File: src/rtl/shtp_pkg.sv
// Shared types and constants for the SHTP SPI responder.
// The optional host wake feature is enabled by defining SHTP_RESP_WAKE_EN.
package shtp_pkg;

    typedef enum logic [1:0] {
        ST_IDLE    = 2'd0,
        ST_PENDING = 2'd1,
        ST_XFER    = 2'd2
    } shtp_state_e;

    typedef enum logic [2:0] {
        CH_COMMAND      = 3'd0,
        CH_EXECUTABLE   = 3'd1,
        CH_CONTROL      = 3'd2,
        CH_REPORTS      = 3'd3,
        CH_WAKE_REPORTS = 3'd4,
        CH_GYRO         = 3'd5
    } shtp_chan_e;

    localparam int          SHTP_HDR_LEN  = 4;
    localparam int          SHTP_NUM_SEQ  = 6;
    localparam logic [15:0] SHTP_LEN_MASK = 16'h7FFF;

    // Header byte selected by its position within the 4-byte header
    function automatic logic [7:0] shtp_hdr_byte(input logic [1:0]  pos,
                                                 input logic [15:0] len,
                                                 input logic [2:0]  chan,
                                                 input logic [7:0]  seq);
        logic [7:0] b;
        case (pos)
            2'd0:    b = len[7:0];
            2'd1:    b = len[15:8];
            2'd2:    b = {5'd0, chan};
            default: b = seq;
        endcase
        return b;
    endfunction

endpackage

File: src/rtl/spi_slave_shifter.sv
// SPI mode 3 slave front end: input synchronisers, edge detection,
// receive shift register and transmit byte shift/load.
module spi_slave_shifter (
    input  logic       clk,
    input  logic       rst,
    input  logic       cs_n,
    input  logic       sclk,
    input  logic       mosi,
    input  logic [7:0] tx_byte,
    output logic       miso,
    output logic       cs_fall,
    output logic       cs_rise,
    output logic       byte_strobe,
    output logic       rx_valid,
    output logic [7:0] rx_data,
    output logic       rx_first,
    output logic       rx_done
);

    logic       cs_meta_reg, cs_sync_reg, cs_prev_reg;
    logic       sclk_meta_reg, sclk_sync_reg, sclk_prev_reg;
    logic       mosi_meta_reg, mosi_sync_reg;
    logic       sclk_rise, sclk_fall;
    logic [2:0] bit_cnt_reg;
    logic [6:0] rx_shift_reg;
    logic [7:0] tx_shift_reg;
    logic       sampled_reg;
    logic       first_pend_reg;

    // Two-flop synchronisers plus a history flop for edge detection
    always_ff @(posedge clk) begin
        if (rst) begin
            cs_meta_reg   <= 1'b1;
            cs_sync_reg   <= 1'b1;
            cs_prev_reg   <= 1'b1;
            sclk_meta_reg <= 1'b1;
            sclk_sync_reg <= 1'b1;
            sclk_prev_reg <= 1'b1;
            mosi_meta_reg <= 1'b0;
            mosi_sync_reg <= 1'b0;
        end else begin
            cs_meta_reg   <= cs_n;
            cs_sync_reg   <= cs_meta_reg;
            cs_prev_reg   <= cs_sync_reg;
            sclk_meta_reg <= sclk;
            sclk_sync_reg <= sclk_meta_reg;
            sclk_prev_reg <= sclk_sync_reg;
            mosi_meta_reg <= mosi;
            mosi_sync_reg <= mosi_meta_reg;
        end
    end

    assign cs_fall     = cs_prev_reg & ~cs_sync_reg;
    assign cs_rise     = ~cs_prev_reg & cs_sync_reg;
    assign sclk_rise   = ~cs_sync_reg & ~sclk_prev_reg & sclk_sync_reg;
    assign sclk_fall   = ~cs_sync_reg & sclk_prev_reg & ~sclk_sync_reg;
    assign byte_strobe = sclk_rise & (bit_cnt_reg == 3'd7);
    assign miso        = tx_shift_reg[7];

    // Receive path: sample on rising sclk, flag each completed byte
    always_ff @(posedge clk) begin
        if (rst) begin
            bit_cnt_reg    <= 3'd0;
            rx_shift_reg   <= 7'd0;
            rx_data        <= 8'd0;
            rx_valid       <= 1'b0;
            rx_first       <= 1'b0;
            rx_done        <= 1'b0;
            first_pend_reg <= 1'b0;
        end else begin
            rx_valid <= 1'b0;
            rx_first <= 1'b0;
            rx_done  <= cs_rise;
            if (cs_fall || cs_rise) begin
                // Any partial byte is dropped at a chip-select edge
                bit_cnt_reg    <= 3'd0;
                first_pend_reg <= cs_fall;
            end else if (sclk_rise) begin
                rx_shift_reg <= {rx_shift_reg[5:0], mosi_sync_reg};
                bit_cnt_reg  <= bit_cnt_reg + 3'd1;
                if (bit_cnt_reg == 3'd7) begin
                    rx_data        <= {rx_shift_reg, mosi_sync_reg};
                    rx_valid       <= 1'b1;
                    rx_first       <= first_pend_reg;
                    first_pend_reg <= 1'b0;
                end
            end
        end
    end

    // Transmit path: first bit loaded at select, later bits advance on the
    // falling edge that follows a sampling (rising) edge
    always_ff @(posedge clk) begin
        if (rst) begin
            tx_shift_reg <= 8'd0;
            sampled_reg  <= 1'b0;
        end else if (cs_rise) begin
            tx_shift_reg <= 8'd0;
            sampled_reg  <= 1'b0;
        end else if (cs_fall) begin
            tx_shift_reg <= tx_byte;
            sampled_reg  <= 1'b0;
        end else if (sclk_rise) begin
            sampled_reg <= 1'b1;
        end else if (sclk_fall && sampled_reg) begin
            sampled_reg  <= 1'b0;
            tx_shift_reg <= (bit_cnt_reg == 3'd0) ? tx_byte : {tx_shift_reg[6:0], 1'b0};
        end
    end

endmodule

File: src/rtl/shtp_spi_responder.sv
// SHTP packet responder on an SPI mode 3 slave link: buffers one outbound
// packet, signals the host with int_n and streams header + payload.
// Define SHTP_RESP_WAKE_EN to let a held-low ps0_wake raise an empty packet.
module shtp_spi_responder
    import shtp_pkg::*;
#(
    parameter int PAYLOAD_MAX = 64,
    parameter int WAKE_DLY    = 16
) (
    input  logic       clk,
    input  logic       rst,
    input  logic       cs_n,
    input  logic       sclk,
    input  logic       mosi,
    output logic       miso,
    output logic       int_n,
    input  logic       ps0_wake,
    input  logic       wr_en,
    input  logic [7:0] wr_data,
    input  logic       commit,
    input  logic [2:0] commit_chan,
    output logic       wr_ready,
    output logic       rx_valid,
    output logic [7:0] rx_data,
    output logic       rx_first,
    output logic       rx_done,
    output logic       overflow
);

    localparam int AW = $clog2(PAYLOAD_MAX);
    localparam int CW = AW + 1;

    shtp_state_e state_reg, state_next;
    logic [CW-1:0]  count_reg;
    logic [15:0]    len_reg;
    logic [2:0]     chan_reg;
    logic [15:0]    idx_reg;
    logic [7:0]     payload_mem [0:PAYLOAD_MAX-1];
    logic [7:0]     rd_data_reg;
    logic [AW-1:0]  rd_addr;
    logic [SHTP_NUM_SEQ*8-1:0] seq_flat;
    logic [7:0]     seq_cur;
    logic [7:0]     tx_byte;
    logic           overflow_reg;
    logic           cs_fall, cs_rise, byte_strobe;
    logic           commit_go, wake_go, wr_go, pkt_done, seq_inc;

    spi_slave_shifter u_shifter (
        .clk         (clk),
        .rst         (rst),
        .cs_n        (cs_n),
        .sclk        (sclk),
        .mosi        (mosi),
        .tx_byte     (tx_byte),
        .miso        (miso),
        .cs_fall     (cs_fall),
        .cs_rise     (cs_rise),
        .byte_strobe (byte_strobe),
        .rx_valid    (rx_valid),
        .rx_data     (rx_data),
        .rx_first    (rx_first),
        .rx_done     (rx_done)
    );

`ifdef SHTP_RESP_WAKE_EN
    localparam int WW = $clog2(WAKE_DLY + 1) + 1;
    logic          wake_meta_reg, wake_sync_reg;
    logic [WW-1:0] wake_cnt_reg;

    // Count consecutive idle cycles with the wake line held low
    always_ff @(posedge clk) begin
        if (rst) begin
            wake_meta_reg <= 1'b1;
            wake_sync_reg <= 1'b1;
            wake_cnt_reg  <= '0;
        end else begin
            wake_meta_reg <= ps0_wake;
            wake_sync_reg <= wake_meta_reg;
            if (state_reg != ST_IDLE || wake_sync_reg)
                wake_cnt_reg <= '0;
            else if (wake_cnt_reg < WW'(WAKE_DLY))
                wake_cnt_reg <= wake_cnt_reg + 1'b1;
        end
    end

    assign wake_go = (state_reg == ST_IDLE) && !wake_sync_reg &&
                     (wake_cnt_reg == WW'(WAKE_DLY - 1));
`else
    localparam int WAKE_DLY_UNUSED = WAKE_DLY;
    logic wake_unused;
    assign wake_unused = ps0_wake;
    assign wake_go     = 1'b0;
`endif

    assign commit_go = commit && (state_reg == ST_IDLE);
    assign wr_go     = wr_en && (state_reg == ST_IDLE) && (count_reg < CW'(PAYLOAD_MAX));
    assign pkt_done  = (idx_reg >= len_reg);
    assign wr_ready  = (state_reg == ST_IDLE);
    assign int_n     = (state_reg != ST_PENDING);
    assign overflow  = overflow_reg;
    assign rd_addr   = AW'(idx_reg - 16'(SHTP_HDR_LEN));

    // Packet state register
    always_ff @(posedge clk) begin
        if (rst) state_reg <= ST_IDLE;
        else     state_reg <= state_next;
    end

    // Next-state logic; a packet only counts as sent once every byte was clocked
    always_comb begin
        state_next = state_reg;
        seq_inc    = 1'b0;
        case (state_reg)
            ST_IDLE:    if (commit_go || wake_go) state_next = ST_PENDING;
            ST_PENDING: if (cs_fall) state_next = ST_XFER;
            ST_XFER: begin
                if (cs_rise) begin
                    state_next = pkt_done ? ST_IDLE : ST_PENDING;
                    seq_inc    = pkt_done;
                end
            end
            default:    state_next = ST_IDLE;
        endcase
    end

    // Payload buffer write port
    always_ff @(posedge clk) begin
        if (wr_go) payload_mem[count_reg[AW-1:0]] <= wr_data;
    end

    // Payload buffer registered read, addressed by the current byte index
    always_ff @(posedge clk) begin
        rd_data_reg <= payload_mem[rd_addr];
    end

    // Payload count, overflow flag and latched packet descriptor
    always_ff @(posedge clk) begin
        if (rst) begin
            count_reg    <= '0;
            overflow_reg <= 1'b0;
            len_reg      <= 16'(SHTP_HDR_LEN);
            chan_reg     <= 3'd0;
        end else begin
            if (seq_inc)
                count_reg <= '0;
            else if (wr_go)
                count_reg <= count_reg + 1'b1;
            if (wr_en && (state_reg == ST_IDLE) && (count_reg == CW'(PAYLOAD_MAX)))
                overflow_reg <= 1'b1;
            if (commit_go) begin
                chan_reg <= commit_chan;
                len_reg  <= (16'(count_reg) + 16'(SHTP_HDR_LEN)) & SHTP_LEN_MASK;
            end else if (wake_go) begin
                chan_reg <= CH_COMMAND;
                len_reg  <= 16'(SHTP_HDR_LEN);
            end
        end
    end

    // Outbound byte index; every select restarts the packet from byte 0
    always_ff @(posedge clk) begin
        if (rst || cs_rise || commit_go || wake_go)
            idx_reg <= 16'd0;
        else if (byte_strobe && idx_reg != 16'hFFFF)
            idx_reg <= idx_reg + 16'd1;
    end

    // Per-channel sequence counters
    genvar gi;
    generate
        for (gi = 0; gi < SHTP_NUM_SEQ; gi++) begin : g_seq
            logic [7:0] seq_reg;
            always_ff @(posedge clk) begin
                if (rst)
                    seq_reg <= 8'd0;
                else if (seq_inc && chan_reg == 3'(gi))
                    seq_reg <= seq_reg + 8'd1;
            end
            assign seq_flat[gi*8 +: 8] = seq_reg;
        end
    endgenerate

    // Sequence lookup (channels without a counter report 0) and byte mux
    always_comb begin
        seq_cur = 8'd0;
        for (int i = 0; i < SHTP_NUM_SEQ; i++) begin
            if (chan_reg == 3'(i)) seq_cur = seq_flat[i*8 +: 8];
        end
        tx_byte = 8'h00;
        if (state_reg != ST_IDLE) begin
            if (idx_reg < 16'(SHTP_HDR_LEN))
                tx_byte = shtp_hdr_byte(idx_reg[1:0], len_reg, chan_reg, seq_cur);
            else if (idx_reg < len_reg)
                tx_byte = rd_data_reg;
        end
    end

endmodule

File: config.mk
export PLATFORM = sky130hd
export DESIGN_NAME = shtp_spi_responder
export DESIGN_NICKNAME = d
export VERILOG_FILES = /design/src/rtl/shtp_pkg.sv /design/src/rtl/spi_slave_shifter.sv /design/src/rtl/shtp_spi_responder.sv
export SDC_FILE = /design/constraint.sdc
export NUM_CORES = 1
export LEC_CHECK = 0
export CAP_MARGIN = 20
export CORE_MARGIN = 4
export CORE_UTILIZATION = 30
export DETAILED_ROUTE_END_ITERATION = 6
export GPL_TIMING_DRIVEN = 0
export PLACE_DENSITY = 0.43
export SKIP_LAST_GASP = 1
export SYNTH_ARGS = -nofsm -noshare
export SYNTH_HDL_FRONTEND = slang
export SYNTH_SLANG_ARGS = --single-unit
File: constraint.sdc
create_clock -name clk -period 5.03 [get_ports clk]
set_clock_uncertainty 0.2 [all_clocks]
set_input_delay 0.7545 -clock clk [delete_from_list [all_inputs] [get_ports clk]]
set_output_delay 0.7545 -clock clk [all_outputs]
set_load 0.05 [all_outputs]
## Yosys cells after proc, flatten, opt, wreduce, memory -nomap -nowiden

Memories as Yosys holds them, arrays and structs flattened. A register that Yosys moved wholly into a read port is not among the register bits.
Cells that the tools add are included.

- Bits in registers: 131
- RAM bits: 512
- Output and inout port bits: 15
- Memories kept: 1

Memories:

| memory | words | bits a word | rd ports | clocked after Yosys merged registers in | write ports | RTL line | source |
|---|---|---|---|---|---|---|---|
| payload_mem | 64 | 8 | 1 | 1 | 1 | shtp_spi_responder.sv:38 | `logic [7:0] payload_mem [0:PAYLOAD_MAX-1];` |

- Add/sub/neg operators: 11
- $lt $le $gt $ge: 4
- Equality and inequality tests: 17
- Mux-type cells: 29
- Bitwise operators: 14
- Reductions and logical operators: 35

Operator list:

| operator | count |
|---|---|
| 8-bit 2-to-1 mux | 13 |
| 8-bit by 1-bit adder with 8-bit output, second input constant | 6 |
| 8-bit one-hot mux with 3 select lines | 1 |
| 16-bit by 1-bit adder with 16-bit output, second input constant | 1 |
| 16-bit by 15-bit greater-or-equal comparator with 1-bit output | 1 |
| 16-bit by 15-bit less-than comparator with 1-bit output | 1 |
| 16-bit by 3-bit less-than comparator with 1-bit output, second input constant | 1 |
| 16-bit inequality test, second input constant | 1 |
| 1-bit logical AND | 12 |
| 1-bit 2-to-1 mux | 11 |
| 2-bit nonzero test | 5 |
| 3-bit == test, second input constant | 3 |
| 7-bit by 3-bit adder with 8-bit output, second input constant | 1 |
| 2-bit by 1-bit inequality test with 1-bit output, second input constant | 4 |
| 7-bit by 1-bit adder with 7-bit output, second input constant | 1 |
| 1-bit AND | 7 |
| 7-bit == test, second input constant | 1 |
| 7-bit less-than comparator, second input constant | 1 |
| 1-bit NOT | 7 |
| 3-bit by 2-bit == test with 1-bit output, second input constant | 2 |
| 3-bit logical NOT | 2 |
| 2-bit 2-to-1 mux | 3 |
| 2-bit one-hot mux with 3 select lines | 1 |
| 2-bit AND reduction | 3 |
| 12 further kinds | 21 |

## Depth between registers and ports, before layout

Gate-level depths: netlist of run 1.

- Word-level depth: 14
- Gate-level depth with buffers: 12
- Depth with buffers taken out: 8

## By module

From an unflattened synthesis of run 1, not the netlist that was laid out.

- Cell total of the unflattened synthesis: 1,648
- Area, all modules: 26,211.4 um2

Modules (own cells, without submodules):

| module | instances | cells an instance | area an instance (um2) | sequential area each (um2) |
|---|---|---|---|---|
| shtp_spi_responder | 1 | 1,482 | 24,713.7 | 17,236.5 |
| spi_slave_shifter | 1 | 166 | 1,497.7 | 780.7 |

## Worst setup path before layout of run 1

Ideal clock, no wire load.

- Path kind: register -> register
- Start point: reg idx_reg[0]
- End point: reg g_seq[0].seq_reg[7]
- Data arrival time: 2.483 ns
- Required time: 4.760 ns
- Slack: 2.277 ns
- Cell stages (with the launch flop): 11
- Buffers on the path: 3
- Cells stage by stage: dfxtp_1 > buf_2 > buf_4 > inv_1 > ha_1 > nand4_1 > a31oi_1 > buf_2 > o2111ai_1 > or3_1 > a21oi_1

- Word-level cells in the longest chain between the ends: 4

Ends and longest elaborated chain:

| what | RTL line | source |
|---|---|---|
| start: declaration | shtp_spi_responder.sv:37 | `logic [15:0] idx_reg;` |
| start signal: assignment | shtp_spi_responder.sv:165 | `idx_reg <= idx_reg + 16'd1;` |
| 16-bit by 15-bit greater-or-equal comparator with 1-bit output | shtp_spi_responder.sv:97 | `assign pkt_done = (idx_reg >= len_reg);` |
| 1-bit 2-to-1 mux | shtp_spi_responder.sv:117 | `if (cs_rise) begin` |
| 1-bit 2-to-1 mux | shtp_spi_responder.sv:113 | `case (state_reg)` |
| 1-bit logical AND | shtp_spi_responder.sv:176 | `else if (seq_inc && chan_reg == 3'(gi))` |
| end signal: assignment | shtp_spi_responder.sv:177 | `seq_reg <= seq_reg + 8'd1;` |
| end: declaration | shtp_spi_responder.sv:172 | `logic [7:0] seq_reg;` |

No other way between the ends.
A chain may end at the register's enable or synchronous reset.

## Final worst setup path of run 1

- Start point: reg idx_reg[2]
- End point: reg rd_data_reg[3] (read register of payload_mem)

- Word-level cells in the longest chain between the ends: 1

Ends and longest elaborated chain:

| what | RTL line | source |
|---|---|---|
| 6-bit by 3-bit subtractor with 6-bit output | shtp_spi_responder.sv:101 | `assign rd_addr = AW'(idx_reg - 16'(SHTP_HDR_LEN));` |
| end: declaration | shtp_spi_responder.sv:39 | `logic [7:0] rd_data_reg;` |

No other way between the ends.

==> results.cfg, run 1 <==
[worst_setup_path]
worst_r2r_endpoint = rd_data_reg[3]$_DFF_P_
path_cells = buf_2, inv_1, clkbuf_1, ha_1, xnor2_1, nor2_1, nand2_1, o22ai_1, a211oi_1, a22o_1
crit_path_max_incr_delay_ns = 0.75
cp_data_arrival_time_ns = 5.19
worst_path_max_delay_cell = a211oi_1
crit_required_ns = 5.37
endpoint = rd_data_reg[3]$_DFF_P_
r2r.worst_path.cells = 10
crit_type = reg2reg
cp-start-kind = register
cp_max_fo = 10
worstSetupStartpoint = idx_reg[2]$_SDFFE_PP0P_
worst-r2r-setup-slack_ns = 0.18
path_buf_inv = 3
end_kind = register
critPathTopFamily = compound AO/OA/AOI/OAI gates
r2r-start = idx_reg[2]$_SDFFE_PP0P_
cp.depth = 10

[yosys]
ys_seq_area_share_pct = 68.6
synth_seq_cells = 644
synth_top_area_share_pct = 58.5
synth_area_sq_um = 26300
synthArstFlopShare_pct = 0
synth_cells = 1645
synth_top_flop_cell = edfxtp_1
ys_warn_count = 0
synth_fp_nets = 1692
synth_cell_types = 72
synthTopCellsByArea = edfxtp_1, mux4_2, dfxtp_1, nor2_1, mux2i_1
synth-edff-count = 512
avgSynthCellArea_sq_um = 16.0
yosys.area.top_type = edfxtp_1

[power]
p_leak_uw = 0.00960
powerDensity_nw_per_um2 = 365
ir_worst_vdd_mv = 0.247
p_total_uw = 11100

[placed_design]
hpwl_mm = 50.8
gp_congestion = 0.842
io_buffers = 32

[finish]
diodes = 0
drive_gt1_share_pct = 18.0
mostFrequentLayoutCell = edfxtp_1
area_delta_synth_final_pct = 15.8
largest_register_ffs = 512
finalNetCount = 1807
mostFrequentLayoutCells = edfxtp_1, nor2_1, mux4_2

[grt]
grt.total_usage_pct = 15.8
grt_pass1_wl_mm = 108
antenna_found_initial = 1
grt_pass1_vias = 15500
grt-ovfl-total = 0
grt_start_max_net_pins = 48

[status]
status = finished clean

[clocking]
cts_setup_buffers = 0
clockRootBuffer = clkbuf_16
cts_buffer_depth = 3
post_cts_resized = 0
cts_inserted_buffers = 73
htreeDepth = 3
clkSinkCount = 644
clock_latency_ns = 0.61
cts_tree = yes
clk_pin_slew_ns = 0.06
cts_hold_buf = 0

[hold_path]
hold_path.class = reg2reg

[timing]
max_freq_mhz = 206
finalHoldViolations = 0
drv_slew = 0
fin_crit_sh_pct = 96.4
period_minus_slack_ns = 4.85
setup-tns-final_ns = 0
worst_pin_slew_ns = 0.975
maxSlewHeadroom_pct = 34.8
setup_viol = 0
rsz0062_at_grt = no

[drt]
ant_nets = 0
viasPerCell = 5.04
via_count = 15000
drcViolationCount = 0
dr.pass1.iters = 5
drt-initial-drc-count = 1193
drt-total-wl_mm = 73.6
routedWlPerCell_microns = 24.8

[floorplan]
dieArea_sq_um = 92400
io_pins = 34
die_h_microns = 304
rows = 108
start_util_pct = 30.2
die_w_microns = 304
coreArea_sq_um = 86900

[run]
drv_cap = 0
[cell families (layout without fill, tap and decap cells)]
family / count (synthesis) / in the layout / synth area share [%]
AOI/OAI and AO/OA: 216 / 216 / 5.77
xor gates and xnor gates: 52 / 52 / 1.73
adders and majority gates: 28 / 28 / 1.33
buffers and inverters: 117 / 285 / 2.00
DFF: 644 / 644 / 68.6
muxes: 179 / 179 / 13.2
and+or+nand+nor: 409 / 409 / 7.43
[routing by layer]
| metal | global-route usage, % | up-vias | routed length [microns] |
|---|---|---|---|
| li1 | - | 6698 | - |
| met5 | 0 | - | 0 |
| met4 | 5.58 | 0 | 2560 |
| met1 | 21.1 | 7754 | 32200 |
| met2 | 26.0 | 400 | 35300 |
| met3 | 2.85 | 119 | 3530 |
[power by group]
part	switching (uW)	internal [uW]	leakage, uW
clock	2170	2930	0.00110
combinational	193	62.6	0.00283
sequential	10.5	5760	0.00567
total	2370	8750	0.00960
[synthesized netlist by cell type, drive strengths merged, types with 18 or more instances]
master and n:
a21oi 45, ha 28, nor2 181, clkbuf 40, inv 28, nand2 78
dfxtp 132, mux2i 46, o211ai 18, edfxtp 512, buf 49, nand3 32
a22oi 20, xor2 36, mux4 133, o21ai 31
[worst reg2reg max path, stage by stage, from the launching register on]
cell and delay [ns]:
dfxtp_1 0.52, buf_2 0.34, inv_1 0.16, clkbuf_1 0.44, ha_1 0.46, xnor2_1 0.67
nor2_1 0.29, nand2_1 0.47, o22ai_1 0.22, a211oi_1 0.75, a22o_1 0.27
[per-stage QoR]
step                util (%)  hold WS [ns]  cell area, sq um  cells  setup slack (ns)
floorplan                  -         0.189             26300   1645              2.28
global placement        32.3         0.192             28000   2832             0.459
detailed placement      32.4         0.200             28200   2840             0.427
CTS                     35.0         0.215             30400   2968             0.405
global route            35.0         0.237             30400   2968            0.0724
finish                  35.0         0.208             30400   2968             0.182
[final cells by class]
cell class                      instances  area, sq um
Fill cell                            8351        56500
Sequential cell                       644        18000
Multi-Input combinational cell        884         7730
Clock buffer                           86         1910
Tap cell                             1155         1450
Timing Repair Buffer                   40          440
Buffer                                 89          419
Clock inverter                         42          365
Inverter                               28          105
[worst min path at each step]
| stage | start | to | slack, ns | depth (start not counted) |
|---|---|---|---|---|
| 6_report | u_shifter.cs_meta_reg$_SDFF_PP1_ | u_shifter.cs_sync_reg$_SDFF_PP1_ | 0.21 | 1 |
| 5_1_grt | u_shifter.cs_meta_reg$_SDFF_PP1_ | u_shifter.cs_sync_reg$_SDFF_PP1_ | 0.24 | 1 |
| 4_1_cts | u_shifter.cs_meta_reg$_SDFF_PP1_ | u_shifter.cs_sync_reg$_SDFF_PP1_ | 0.21 | 1 |
| 3_5_place_dp | u_shifter.cs_meta_reg$_SDFF_PP1_ | u_shifter.cs_sync_reg$_SDFF_PP1_ | 0.20 | 1 |
| 3_3_place_gp | u_shifter.cs_meta_reg$_SDFF_PP1_ | u_shifter.cs_sync_reg$_SDFF_PP1_ | 0.19 | 1 |
| 2_1_floorplan | u_shifter.cs_meta_reg$_SDFF_PP1_ | u_shifter.cs_sync_reg$_SDFF_PP1_ | 0.19 | 1 |
Note: power is estimated with default switching activity, not from simulation.
==> inputs of run 2 (changes only) <==
--- a/config.mk
+++ b/config.mk
@@ -11,7 +11,6 @@
 export DETAILED_ROUTE_END_ITERATION = 6
 export GPL_TIMING_DRIVEN = 0
 export PLACE_DENSITY = 0.43
-export SKIP_LAST_GASP = 1
 export SYNTH_ARGS = -nofsm -noshare
 export SYNTH_HDL_FRONTEND = slang
 export SYNTH_SLANG_ARGS = --single-unit
==> results of run 2 <==
No change in the layout: final DEF, timing and power equal those of run 1.
==> inputs of run 3 (changes only) <==
--- a/config.mk
+++ b/config.mk
@@ -11,6 +11,7 @@
 export DETAILED_ROUTE_END_ITERATION = 6
 export GPL_TIMING_DRIVEN = 0
 export PLACE_DENSITY = 0.43
+export RECOVER_POWER = 25
 export SYNTH_ARGS = -nofsm -noshare
 export SYNTH_HDL_FRONTEND = slang
 export SYNTH_SLANG_ARGS = --single-unit
==> run 3 against run 2 <==
The flow now finishes with violations (capacitance limit, slew limit); largest cell class unchanged; combinational power shrank 2%; sequential cell count is the same; critical path depth unchanged; count of clock-buffer cells in the layout unchanged; design area down 0.19%; total power hardly changed; global-route usage stayed put; clock power about the same; hold slack barely moved; critical path type unchanged; largest power group unchanged; via count is 0.15% higher; worst setup slack gained 0.016 ns; first-iteration DRC count is 1.5% lower.
==> results.cfg, run 3 (synthesis results as in run 1) <==
[status]
status = complete, but fails checks
violations = capacitance limit, slew limit

[drt]
drt-total-wl_mm = 73.8
drcViolationCount = 0
dr.pass1.iters = 5
via_count = 15000
ant_nets = 0
drt-initial-drc-count = 1175
routedWlPerCell_microns = 24.9
viasPerCell = 5.05

[timing]
setup-tns-final_ns = 0
max_freq_mhz = 207
fin_crit_sh_pct = 96.1
worst_pin_slew_ns = 2.21
finalHoldViolations = 0
rsz0062_at_grt = no
setup_viol = 0
period_minus_slack_ns = 4.83
maxSlewHeadroom_pct = -47.5
drv_slew = 256

[finish]
largest_register_ffs = 512
num-fill-cells = 8362
layoutNonFillerInstCount = 2968
mostFrequentLayoutCells = edfxtp_1, nor2_1, mux4_2
area_delta_synth_final_pct = 15.6
mostFrequentLayoutCell = edfxtp_1
finalNetCount = 1807
diodes = 0
drive_gt1_share_pct = 17.4

[worst_setup_path]
crit_required_ns = 5.37
cp-start-kind = register
r2r.worst_path.cells = 10
path_cells = buf_2, inv_1, clkbuf_1, ha_1, xnor2_1, nor2_1, nand2_1, o22ai_1, a211oi_1, a22o_1
worst_path_max_delay_cell = a211oi_1
cp_max_fo = 10
crit_path_max_incr_delay_ns = 0.72
cp_data_arrival_time_ns = 5.18
end_kind = register
crit_type = reg2reg

[clocking]
clock_latency_ns = 0.61
clkSinkCount = 644
cts_setup_buffers = 0
cts_hold_buf = 0
clockRootBuffer = clkbuf_16
clk_pin_slew_ns = 0.06
htreeDepth = 3
cts_tree = yes
cts_inserted_buffers = 73
cts_buffer_depth = 3
post_cts_resized = 0

[floorplan]
die_w_microns = 304
rows = 108
start_util_pct = 30.2
io_pins = 34
die_h_microns = 304
coreArea_sq_um = 86900
dieArea_sq_um = 92400

[grt]
grt_pass1_vias = 15500
grt-ovfl-total = 0
grt.total_usage_pct = 15.8
antenna_found_initial = 1
grt_start_max_net_pins = 48
grt_pass1_wl_mm = 108

[placed_design]
io_buffers = 32
hpwl_mm = 50.8
dpl.cell_count = 2840
gp_congestion = 0.842

[power]
p_leak_uw = 0.00955
ir_worst_vdd_mv = 0.247
powerDensity_nw_per_um2 = 366

[run]
drv_cap = 7

[hold_path]
hold_path.class = reg2reg
holdPathStages = 1
## run 3: metal layers
| metal | wire length, microns | global-route usage, % | vias up |
|---|---|---|---|
| met5 | 0 | 0 | - |
| met4 | 2570 | 5.58 | 0 |
| met3 | 3540 | 2.85 | 121 |
| met2 | 35300 | 26.0 | 421 |
| met1 | 32400 | 21.1 | 7755 |
| li1 | - | - | 6696 |
## run 3: path summary, 6_finish.rpt
kind	startpoint	end	slack [ns]
setup / recovery	idx_reg[2]$_SDFFE_PP0P_	rd_data_reg[3]$_DFF_P_	0.20
hold / removal	u_shifter.cs_meta_reg$_SDFF_PP1_	u_shifter.cs_sync_reg$_SDFF_PP1_	0.21
setup reg to reg	idx_reg[2]$_SDFFE_PP0P_	rd_data_reg[3]$_DFF_P_	0.20
hold reg to reg	u_shifter.cs_meta_reg$_SDFF_PP1_	u_shifter.cs_sync_reg$_SDFF_PP1_	0.21
## run 3: final cells by class
| cell class | instances | area (sq um) | share of cell area [%] |
|---|---|---|---|
| Sequential cell | 644 | 18000 | 59.3 |
| Multi-Input combinational cell | 884 | 7730 | 25.5 |
| Clock buffer | 86 | 1910 | 6.28 |
| Tap cell | 1155 | 1450 | 4.76 |
| Buffer | 89 | 419 | 1.38 |
| Timing Repair Buffer | 40 | 382 | 1.26 |
| Clock inverter | 42 | 365 | 1.20 |
| Inverter | 28 | 105 | 0.346 |
## run 3: worst max-delay path: cells and delay by family (launching register included)
family / cells / cell delay [ns]
flops: 1 / 0.54
simple gates: 2 / 0.77
fa+ha+maj: 1 / 0.46
buf+inv: 3 / 0.95
compound gates: 3 / 1.19
xor+xnor: 1 / 0.66
## run 3: power breakdown
part / leakage [uW] / total [uW] / switching [uW] / internal [uW]
Sequential: 0.00567 / 5770 / 10.5 / 5760
Combinational: 0.00278 / 251 / 193 / 57.7
Clock: 0.00110 / 5100 / 2170 / 2930
Total: 0.00955 / 11100 / 2370 / 8750
## run 3: through the flow
stage               total power [uW]  util (%)  instance area (sq um)  setup slack [ns]  hold slack (ns)
floorplan                       5980         -                  26300              2.28            0.189
global placement                6140      32.3                  28000             0.459            0.192
detailed placement              6140      32.4                  28200             0.427            0.200
CTS                            11300      35.0                  30400             0.405            0.215
global route                   11500      35.0                  30400            0.0724            0.237
finish                         11100      35.0                  30400             0.198            0.208
==> RTL edit 1 (settings of run 2) <==
`SHTP_NUM_SEQ`: 6 -> 12.
--- a/src/rtl/shtp_pkg.sv
+++ b/src/rtl/shtp_pkg.sv
@@ -18,7 +18,7 @@
     } shtp_chan_e;
 
     localparam int          SHTP_HDR_LEN  = 4;
-    localparam int          SHTP_NUM_SEQ  = 6;
+    localparam int          SHTP_NUM_SEQ  = 12;
     localparam logic [15:0] SHTP_LEN_MASK = 16'h7FFF;
 
     // Header byte selected by its position within the 4-byte header
Behaviour: same outputs for any inputs over 4 cycles, from zero or initial values and one cycle with rst high; that may be too few to reach the edited logic, so the function may still have changed.
==> RTL edit 1 against run 2 <==
Critical path depth is 3 higher. Design area is 3.7% higher. Worst hold slack worse by 4.2 ps. Worst setup slack better by 320 ps. Fmax is 7.2% higher. Routed wire length is 4.1% higher. Synthesized area is 3.5% higher. Sequential cell count is 16 higher. Total power is 3.7% higher. Highest routed layer unchanged.
==> RTL edit 1: results (changes against run 2) <==
run_status:
  status: "complete, no violations"
global_route:
  globalRouteMet1Util_pct: 21.5  # +0.46 points
  met3_usage_pct: 2.94  # +0.084 points
  grt_antenna_before_repair: 0  # -1
  grt_pass1_vias: 16400  # +6.1%
  grt_start_max_net_pins: 59  # +23%
placed_design:
  place_area_um2: 29100  # +3.4%
final_layout:
  drive_gt1_share_pct: 16.4  # -1.6 points
  finish.net_count: 1924  # +6.5%
setup_path:
  reg2reg_from: "idx_reg[0]"
  cpPeakStageDelay_ps: 650  # -100 ps
  worst-endpoint-arrival_ps: 4830  # -360 ps
  rrSetupSlack_ps: 510  # +320 ps
synth:
  synth-xor-area-share_pct: 2.00  # +0.26 points
  seq_area_frac_synth_pct: 67.5  # -1.1 points
  synth_fa_ha_area_share_pct: 1.38  # +0.047 points
  synth_cell_type_count: 63  # -13%
  synth_mux_area_share_pct: 13.1  # -0.019 points
worst_hold_path:
  min_from: "u_shifter.sclk_meta_reg"
drt:
  viasPerCell: 5.13  # +1.6%
pwr:
  power_mw: 11.5  # +3.7%
  ir_drop_mv: 0.257  # +3.9%
  leakage_nw: 9.87  # +2.8%
clock_tree:
  cts_buffers: 75  # +2.7%
  clk_latency_ps: 640  # +30 ps
## RTL edit 1: cell count changes in the layout (fill, tap and decap cells not counted), sizes merged, moves of 7 or more
cell,change
nand2,+35
mux2i,-29
a21oi,+23
clkbuf,+21
a22oi,-19
mux4,+17
dfxtp,+16
nor2,-14
o21ai,+12
xor2,+11
nor2b,+10
a22o,-8
nor3b,+7
## RTL edit 1: metrics by stage
| stage | std cells | setup WS [ps] | utilization (%) |
|---|---|---|---|
| after floorplan | 1755 | 1740 | - |
| after global placement | 2963 | 165 | 32.2 |
| after detailed placement | 2973 | 155 | 32.4 |
| after CTS | 3109 | 405 | 35.0 |
| after global routing | 3110 | 233 | 35.0 |
| final | 3111 | 507 | 35.0 |
## RTL edit 1: logic make-up (layout without fill, tap and decap cells)
logic type / Yosys count / in the layout
xor+xnor: 62 / 62
buf+inv: 127 / 306
fa+ha+maj: 30 / 30
mux: 169 / 169
simple gates: 468 / 468
other cells: 0 / 1
compound gates: 239 / 239
flops: 660 / 660
## RTL edit 1: cell type report
class,count,area (um^2)
clock inverters,43,438
clock buffers,93,1960
diodes,1,2.50
fillers,8743,58500
repair buffers,43,482
plain buffers,97,440
multi-input cells,968,8300
flip-flops and latches,660,18300
inverters,30,113
well taps,1176,1470
## RTL edit 1: final timing paths
| kind | endpoint | depth (start not counted) |
|---|---|---|
| hold / removal | u_shifter.sclk_sync_reg | 1 |
| hold reg to reg | u_shifter.sclk_sync_reg | 1 |
| setup reg to reg | g_seq[7].seq_reg[7] | 13 |
| setup / recovery | g_seq[7].seq_reg[7] | 13 |
## RTL edit 1: layer usage
layer	wire [um]	up-vias
li1	-	7107
met1	33600	8301
met2	37300	411
met3	3570	132
met4	2110	0
met5	0	-
==> RTL edit 2 (settings of run 2) <==
Made on the original files. One comparison of `count_reg` changes from == to >=.
--- a/src/rtl/shtp_spi_responder.sv
+++ b/src/rtl/shtp_spi_responder.sv
@@ -145,7 +145,7 @@
                 count_reg <= '0;
             else if (wr_go)
                 count_reg <= count_reg + 1'b1;
-            if (wr_en && (state_reg == ST_IDLE) && (count_reg == CW'(PAYLOAD_MAX)))
+            if (wr_en && (state_reg == ST_IDLE) && (count_reg >= CW'(PAYLOAD_MAX)))
                 overflow_reg <= 1'b1;
             if (commit_go) begin
                 chan_reg <= commit_chan;
Behaviour: no difference found for any inputs over 4 cycles, from zero or initial values and one cycle with rst high; that may be too few to reach the edited logic, so the function may still have changed.
==> RTL edit 2 against run 2 <==
Sequential cell count unchanged. Total power increased by 1.3%. Synthesized area decreased by 0.81%. Worst setup slack improved by 690 ps. Routed wire length decreased by 4.2%. Global-route usage decreased by 0.32 points. Worst hold slack improved by 4.1 ps. Design area decreased by 0.54%. Fmax increased by 17%.
==> RTL edit 2: results (changes against run 2) <==
placed_design:
  place_area_um2: 27900  # -0.80%
  place_ws_ps: 505  # +77.5 ps
drt:
  drt_iter0_drc: 1180  # -1.1%
  num_vias: 14800  # -1.5%
  routed-wl-met3_mm: 3.02  # -15%
  viasPerCell: 5.04  # -0.15%
  dr_wl_met2_mm: 33.5  # -5.1%
final_layout:
  drive_gt1_share_pct: 16.0  # -2.0 points
  buf_share_pct: 2.82  # about the same
  inv_count: 25  # -11%
  nMultiInputCombCells: 859  # -2.8%
  clock_buffers: 97  # +13%
  finish.net_count: 1778  # -1.6%
pwr:
  ir_drop_mv: 0.237  # -4.0%
  p_switching_mw: 2.40  # +1.1%
synth:
  synth_compound_area_share_pct: 5.96  # +0.19 points
  netlist_top_cells_area: "edfxtp_1 (59%), mux4_2 (11%), dfxtp_1 (10%)"
  syn_avg_cell_area_um2: 16.1  # +0.91%
  syn_inst: 1617  # -1.7%
  synth_cell_type_count: 62  # -14%
  synth_common_cells: "edfxtp_1 (512), nor2_1 (182), dfxtp_1 (132)"
  synth_fa_ha_area_share_pct: 1.25  # -0.085 points
  synth-xor-area-share_pct: 1.95  # +0.22 points
setup_path:
  cp_slowest_cell: "clkbuf_1"
  reg2reg_from: "idx_reg[1]"
timing:
  tightest_slew_ps: 1050  # +71.5 ps
global_route:
  use_met2_pct: 25.2  # -0.82 points
  grt_pass1_wl_mm: 103  # -4.0%
  globalRouteMet1Util_pct: 21.5  # +0.43 points
run_status:
  status: "complete, no violations"
clock_tree:
  cts_buffers: 74  # +1.4%
==> RTL edit 2: changes by cell type in the layout (fill, tap and decap cells not counted), moves of 11 or more <==
cell / run 2 / this run
a22oi_1: 20 / 68
a21oi_1: 45 / 68
clkbuf_1: 51 / 72
nand2_1: 78 / 58
buf_2: 43 / 24
nand3_1: 31 / 18
and2_1: 14 / 3
o22ai_1: 12 / 1
==> RTL edit 2: final timing paths <==
path         cells past startpoint  slack, ps                    end
max                              7        870         rd_data_reg[0]
min                              1        210  u_shifter.cs_sync_reg
max reg2reg                      7        870         rd_data_reg[0]
min reg2reg                      1        210  u_shifter.cs_sync_reg
==> RTL edit 2: cells by family after synthesis <==
logic type,Yosys count
flops,644
simple gates,370
compound gates,233
mux,172
buf+inv,114
xor+xnor,58
fa+ha+maj,26
==> RTL edit 2: through the flow <==
step	hold WS [ps]	util (%)
6_report	212	35.3
5_1_grt	229	35.3
4_1_cts	217	35.3
2_1_floorplan	189	-
3_3_place_gp	205	32.5
3_5_place_dp	203	32.6
